<file path="config.mk">
export PLATFORM = sky130hd
export DESIGN_NAME = instr_fetch_unit
export DESIGN_NICKNAME = d
export VERILOG_FILES = /design/src/rtl/instr_fetch_unit.sv
export SDC_FILE = /design/constraint.sdc
export NUM_CORES = 1
export LEC_CHECK = 0
export BUFFER_PORTS_ARGS = -buffer_cell sky130_fd_sc_hd__buf_2
export CORE_MARGIN = 1.5
export CORE_UTILIZATION = 35
export DETAILED_ROUTE_END_ITERATION = 10
export GPL_ROUTABILITY_DRIVEN = 0
export PLACE_DENSITY = 0.63
export SYNTH_ARGS = -nofsm -noshare
export SYNTH_HDL_FRONTEND = slang
export SYNTH_SLANG_ARGS = --single-unit
</file>
<file path="constraint.sdc">
create_clock -name clk -period 6.4 [get_ports clk]
set_clock_uncertainty 0.2 [all_clocks]
set_input_delay 0.96 -clock clk [delete_from_list [all_inputs] [get_ports clk]]
set_output_delay 0.96 -clock clk [all_outputs]
set_load 0.02 [all_outputs]
</file>
<file path="src/rtl/instr_fetch_unit.sv">
// MIPS instruction fetch stage: one outstanding imem read, instruction register, decode handshake, redirects.
// Optional FETCH_ALIGN_CHECK_EN: misaligned redirect raises sticky align_err and halts until reset.
module instr_fetch_unit #(
  parameter int                ADDR_W   = 32,
  parameter logic [ADDR_W-1:0] RESET_PC = 32'h0040_0000
) (
  input  logic              clk,
  input  logic              rst_n,
  output logic              imem_req,
  output logic [ADDR_W-1:0] imem_addr,
  input  logic              imem_ready,
  input  logic              imem_rvalid,
  input  logic [31:0]       imem_rdata,
  output logic [31:0]       instr,
  output logic [5:0]        op_instruction,
  output logic [ADDR_W-1:0] pc,
  output logic [ADDR_W-1:0] pc_plus4,
  output logic              instr_valid,
  input  logic              decode_ready,
  input  logic              redirect,
  input  logic [ADDR_W-1:0] redirect_target
`ifdef FETCH_ALIGN_CHECK_EN
  ,
  output logic              align_err
`endif
);

`ifdef FETCH_ALIGN_CHECK_EN
  typedef enum logic [1:0] {REQ = 2'd0, WAIT = 2'd1, HOLD = 2'd2, HALT = 2'd3} state_e;
`else
  typedef enum logic [1:0] {REQ = 2'd0, WAIT = 2'd1, HOLD = 2'd2} state_e;
`endif

  state_e              state_q, state_d;
  logic [ADDR_W-1:0]   fetch_pc_q, fetch_pc_d;
  logic [ADDR_W-1:0]   pc_q, pc_d;
  logic [31:0]         instr_q, instr_d;
  logic                instr_valid_q, instr_valid_d;
  logic                squash_q, squash_d;
  logic [ADDR_W-1:0]   target;

  assign target = redirect_target & ~ADDR_W'(3);

`ifdef FETCH_ALIGN_CHECK_EN
  logic align_err_q, align_err_d;
  logic misaligned;
  assign misaligned = redirect && (redirect_target[1:0] != 2'b00) && (state_q != HALT);
  assign align_err  = align_err_q;
`endif

  always_comb begin
    state_d       = state_q;
    fetch_pc_d    = fetch_pc_q;
    pc_d          = pc_q;
    instr_d       = instr_q;
    instr_valid_d = instr_valid_q;
    squash_d      = squash_q;
    case (state_q)
      REQ: begin
        if (redirect) fetch_pc_d = target;
        else if (imem_ready) state_d = WAIT;
      end
      WAIT: begin
        if (redirect) begin
          fetch_pc_d = target;
          // redirect coinciding with the returning word kills it immediately
          if (imem_rvalid) begin
            squash_d = 1'b0;
            state_d  = REQ;
          end else begin
            squash_d = 1'b1;
          end
        end else if (imem_rvalid) begin
          if (squash_q) begin
            squash_d = 1'b0;
            state_d  = REQ;
          end else begin
            instr_d       = imem_rdata;
            pc_d          = fetch_pc_q;
            instr_valid_d = 1'b1;
            state_d       = HOLD;
          end
        end
      end
      HOLD: begin
        if (redirect) begin
          instr_valid_d = 1'b0;
          fetch_pc_d    = target;
          state_d       = REQ;
        end else if (decode_ready) begin
          instr_valid_d = 1'b0;
          fetch_pc_d    = fetch_pc_q + ADDR_W'(4);
          state_d       = REQ;
        end
      end
      default: state_d = state_q;
    endcase
`ifdef FETCH_ALIGN_CHECK_EN
    align_err_d = align_err_q;
    if (misaligned) begin
      state_d       = HALT;
      instr_valid_d = 1'b0;
      squash_d      = 1'b0;
      align_err_d   = 1'b1;
    end
`endif
  end

  always_ff @(posedge clk) begin
    if (!rst_n) begin
      state_q       <= REQ;
      fetch_pc_q    <= RESET_PC;
      pc_q          <= RESET_PC;
      instr_q       <= 32'h0;
      instr_valid_q <= 1'b0;
      squash_q      <= 1'b0;
`ifdef FETCH_ALIGN_CHECK_EN
      align_err_q   <= 1'b0;
`endif
    end else begin
      state_q       <= state_d;
      fetch_pc_q    <= fetch_pc_d;
      pc_q          <= pc_d;
      instr_q       <= instr_d;
      instr_valid_q <= instr_valid_d;
      squash_q      <= squash_d;
`ifdef FETCH_ALIGN_CHECK_EN
      align_err_q   <= align_err_d;
`endif
    end
  end

  // Combinational outputs are held low while reset is asserted
  assign imem_req       = rst_n && (state_q == REQ) && !redirect;
  assign imem_addr      = rst_n ? fetch_pc_q : '0;
  assign pc_plus4       = rst_n ? (pc_q + ADDR_W'(4)) : '0;
  assign op_instruction = rst_n ? instr_q[31:26] : 6'b0;
  assign instr          = instr_q;
  assign pc             = pc_q;
  assign instr_valid    = instr_valid_q;

endmodule
</file>
==> impl_results.md <==
- Status: finished, final reports clean
- Share of power burned in registers: between 40% and 50%
- Chip height: 126 um
- PortBufs: about 200
- Most frequent cells in the layout: 197 x buf_2, 169 x nand2_1, 96 x dfxtp_1
- Critical path endpoint category: output port
- Switching share of power: 28.2%
- Seq/Total Area, Yosys: a little over a third
- DRC Markers: 0
- P_sw: around 0.0004 W
- Core area: ~15000 sq um
- Hold path depth: 2
- Hold Slack: 0.252 ns
- CTS Sinks: between 90 and 100
- Setup TNS: 0 ns
- Largest net degree at the start of global routing: 63
- Slew Viols, Final: 0
- WP data required: between 5 and 6 ns
- Final setup violation count: 0
- Final wirelength: 16600 um
- Fmax: between 0.2 and 0.3 GHz
- First-pass DRT Iterations: 4
- Crit-path slowest cell: clkinv_2
- Clock share of power: between 30% and 40%
- Cell Pwr Density: around 210 nW/um^2
- Asr flop ratio synth: 0%
- Via count: roughly 5600
- Num CTS Buffers: 9
- Max stage delay on crit path: between 0.6 and 0.7 ns
- Pint: 0.000996 W
- Root Driver: clkbuf_16
- WL per Instance: ~15 um
- Max_cap viols: 0
- Leakage power: ~2.8 nW
- Antenna Nets Post-Route: 0
- Cells resized by post-CTS repair: 0
- Grt total ovfl: 0
- Most common flop cell mapped by yosys: dfxtp_1
- Comb pwr share: 13.9%
- RSZ-0062 raised after global routing: no
- Clock latency at the later pin of the worst-skew pair: between 0.3 and 0.4 ns
- Synthesized instance count: ~740
- Initial Util: approximately 36%
- Postcts setup bufs: 0
- Clock Path Buffers: 2
- Path type of the worst setup path: in -> out
- Dpl hpwl: 11700 um
- Final min period: about 4.0 ns
- 1st-iter DRT viols: 410
- Netlist cell types: 57
- Slew margin rel.: roughly a third
- Post-synth EDFFs: 0
- FF-to-FF path depth: 6
- Average cell area after synthesis: slightly above 7 sq um
- Die width: ~130 um
- Finished layout cell area: ~6700 sq um
- H-tree depth: 3
- Gr usage total: 20.2%
- Number of global-route vias before repair: a little under 5000
- DIE AREA: 15900 sq um
- Synth Warn #: 0
- VDD IR max: roughly 0.13 mV
- CTS tree: done
- Cell mode on critical path: buf_2
- Hold Fails Final Rpt: 0
- Area of placed instances: between 6000 and 7000 sq um
- Commonest non-fill, non-tap cell in the layout: buf_2
- Site Rows: 44
- Hold crit path type: reg -> reg
- Crit share post-route: between 60 and 70%
- Initial antenna violation count: 0
- Cell area after synthesis: approximately 5300 sq um
- Clock-pin slew on the worst setup and hold paths: approximately 0.070 ns
- Final core occ: between 40% and 50%
- Crit Path Max Fanout: 62
- Top Ports: about 210
- Via-per-instance ratio: roughly 5.2
- Slew @ Worst Pin: 1.03 ns
- Hold buffer count at cts: 0
- CP cell instances: buf_2, buf_4, clkinv_2, a21oi_1, buf_2
- Inserted Diodes: 0
- Layout cells sized above 1: between 20% and 30%
- Yosys reg bits: 96
- Layout Nets: a little under 1000
- Setup crit start kind: input port
- First-pass GRT wire length: approximately 26000 um
- WP data arrival: between 2 and 3 ns
- Layout area overhead: 25.2%
## stage by stage
step,setup WS [ns],power (W),std cells
after floorplan,3.12,0.000790,744
after global placement,2.49,0.000865,1074
after detailed placement,2.48,0.000866,1074
after CTS,2.47,0.00140,1089
after global routing,2.20,0.00145,1089
final,2.44,0.00139,1089
## worst max-delay path: cells and delay by family
kind,cells,cell delay [ns]
buffers and inverters,4,1.44
AO/OA/AOI/OAI,1,0.34
## registers in the layout, indices dropped and copies added, names as in the netlist
name / cells
instr: 32
fetch_pc_q: 30
pc: 30
state_q: 2
instr_valid: 1
squash_q: 1
## Yosys cell counts, drive strengths merged, types with 4 or more instances
library cell / number / area share, %
a211oi: 6 / 0.85
a21boi: 4 / 0.56
a21oi: 93 / 8.8
a311oi: 5 / 0.82
and2: 39 / 4.6
and3: 10 / 1.2
and4: 8 / 1.4
buf: 16 / 1.8
clkbuf: 43 / 3.0
dfxtp: 96 / 36
ha: 6 / 1.4
inv: 10 / 0.71
nand2: 170 / 12
nand2b: 6 / 0.71
nand3: 23 / 2.2
nand4: 17 / 2.2
nor2: 50 / 3.5
nor3: 20 / 1.9
nor4: 8 / 1.1
o211ai: 4 / 0.56
o21ai: 27 / 2.5
o22ai: 4 / 0.47
o31ai: 6 / 0.85
or3: 5 / 0.59
xnor2: 15 / 2.5
xor2: 8 / 1.3
## power by group through the flow
| stage | logic, W | registers (W) | clock network [W] |
|---|---|---|---|
| 6_report | 0.000192 | 0.000660 | 0.000534 |
| 5_1_grt | 0.000212 | 0.000665 | 0.000570 |
| 4_1_cts | 0.000193 | 0.000659 | 0.000546 |
| 3_5_place_dp | 0.000193 | 0.000673 | 0 |
| 3_3_place_gp | 0.000192 | 0.000673 | 0 |
| 2_1_floorplan | 0.000116 | 0.000674 | 0 |
## cell families (layout without fill, tap and decap cells)
family / count (synthesis) / count (layout) / share of synthesized area [%]
and+or+nand+nor: 364 / 364 / 32.6
AOI/OAI and AO/OA: 178 / 178 / 20.1
DFF: 96 / 96 / 36.1
buffers and inverters: 69 / 230 / 5.55
xor gates and xnor gates: 23 / 23 / 3.79
adders and majority gates: 6 / 6 / 1.41
muxes: 2 / 2 / 0.377
other: 1 / 6 / 0.0705
## final cells by class
class | count | area (sq um)
clock buffers | 10 | 229
clock inverters | 5 | 58.8
fillers | 1599 | 8050
inverters | 10 | 38.8
multi-input cells | 579 | 3130
flip-flops and latches | 96 | 1920
well taps | 184 | 230
repair buffers | 205 | 1050
## worst paths after layout
path,startpoint,to,slack (ns)
hold reg to reg,instr[13],instr[13],0.25
hold / removal,instr[13],instr[13],0.25
setup / recovery,rst_n,pc_plus4[31],2.44
setup reg to reg,state_q[1],fetch_pc_q[31],3.22
## routing by layer
metal / part of all wire, % / track usage (%)
met3: 5.0 / 3.31
met4: 2.0 / 7.03
met1: 47 / 28.1
met5: 0 / 0
met2: 46 / 31.6
Note: power is estimated with default switching activity, not from simulation.
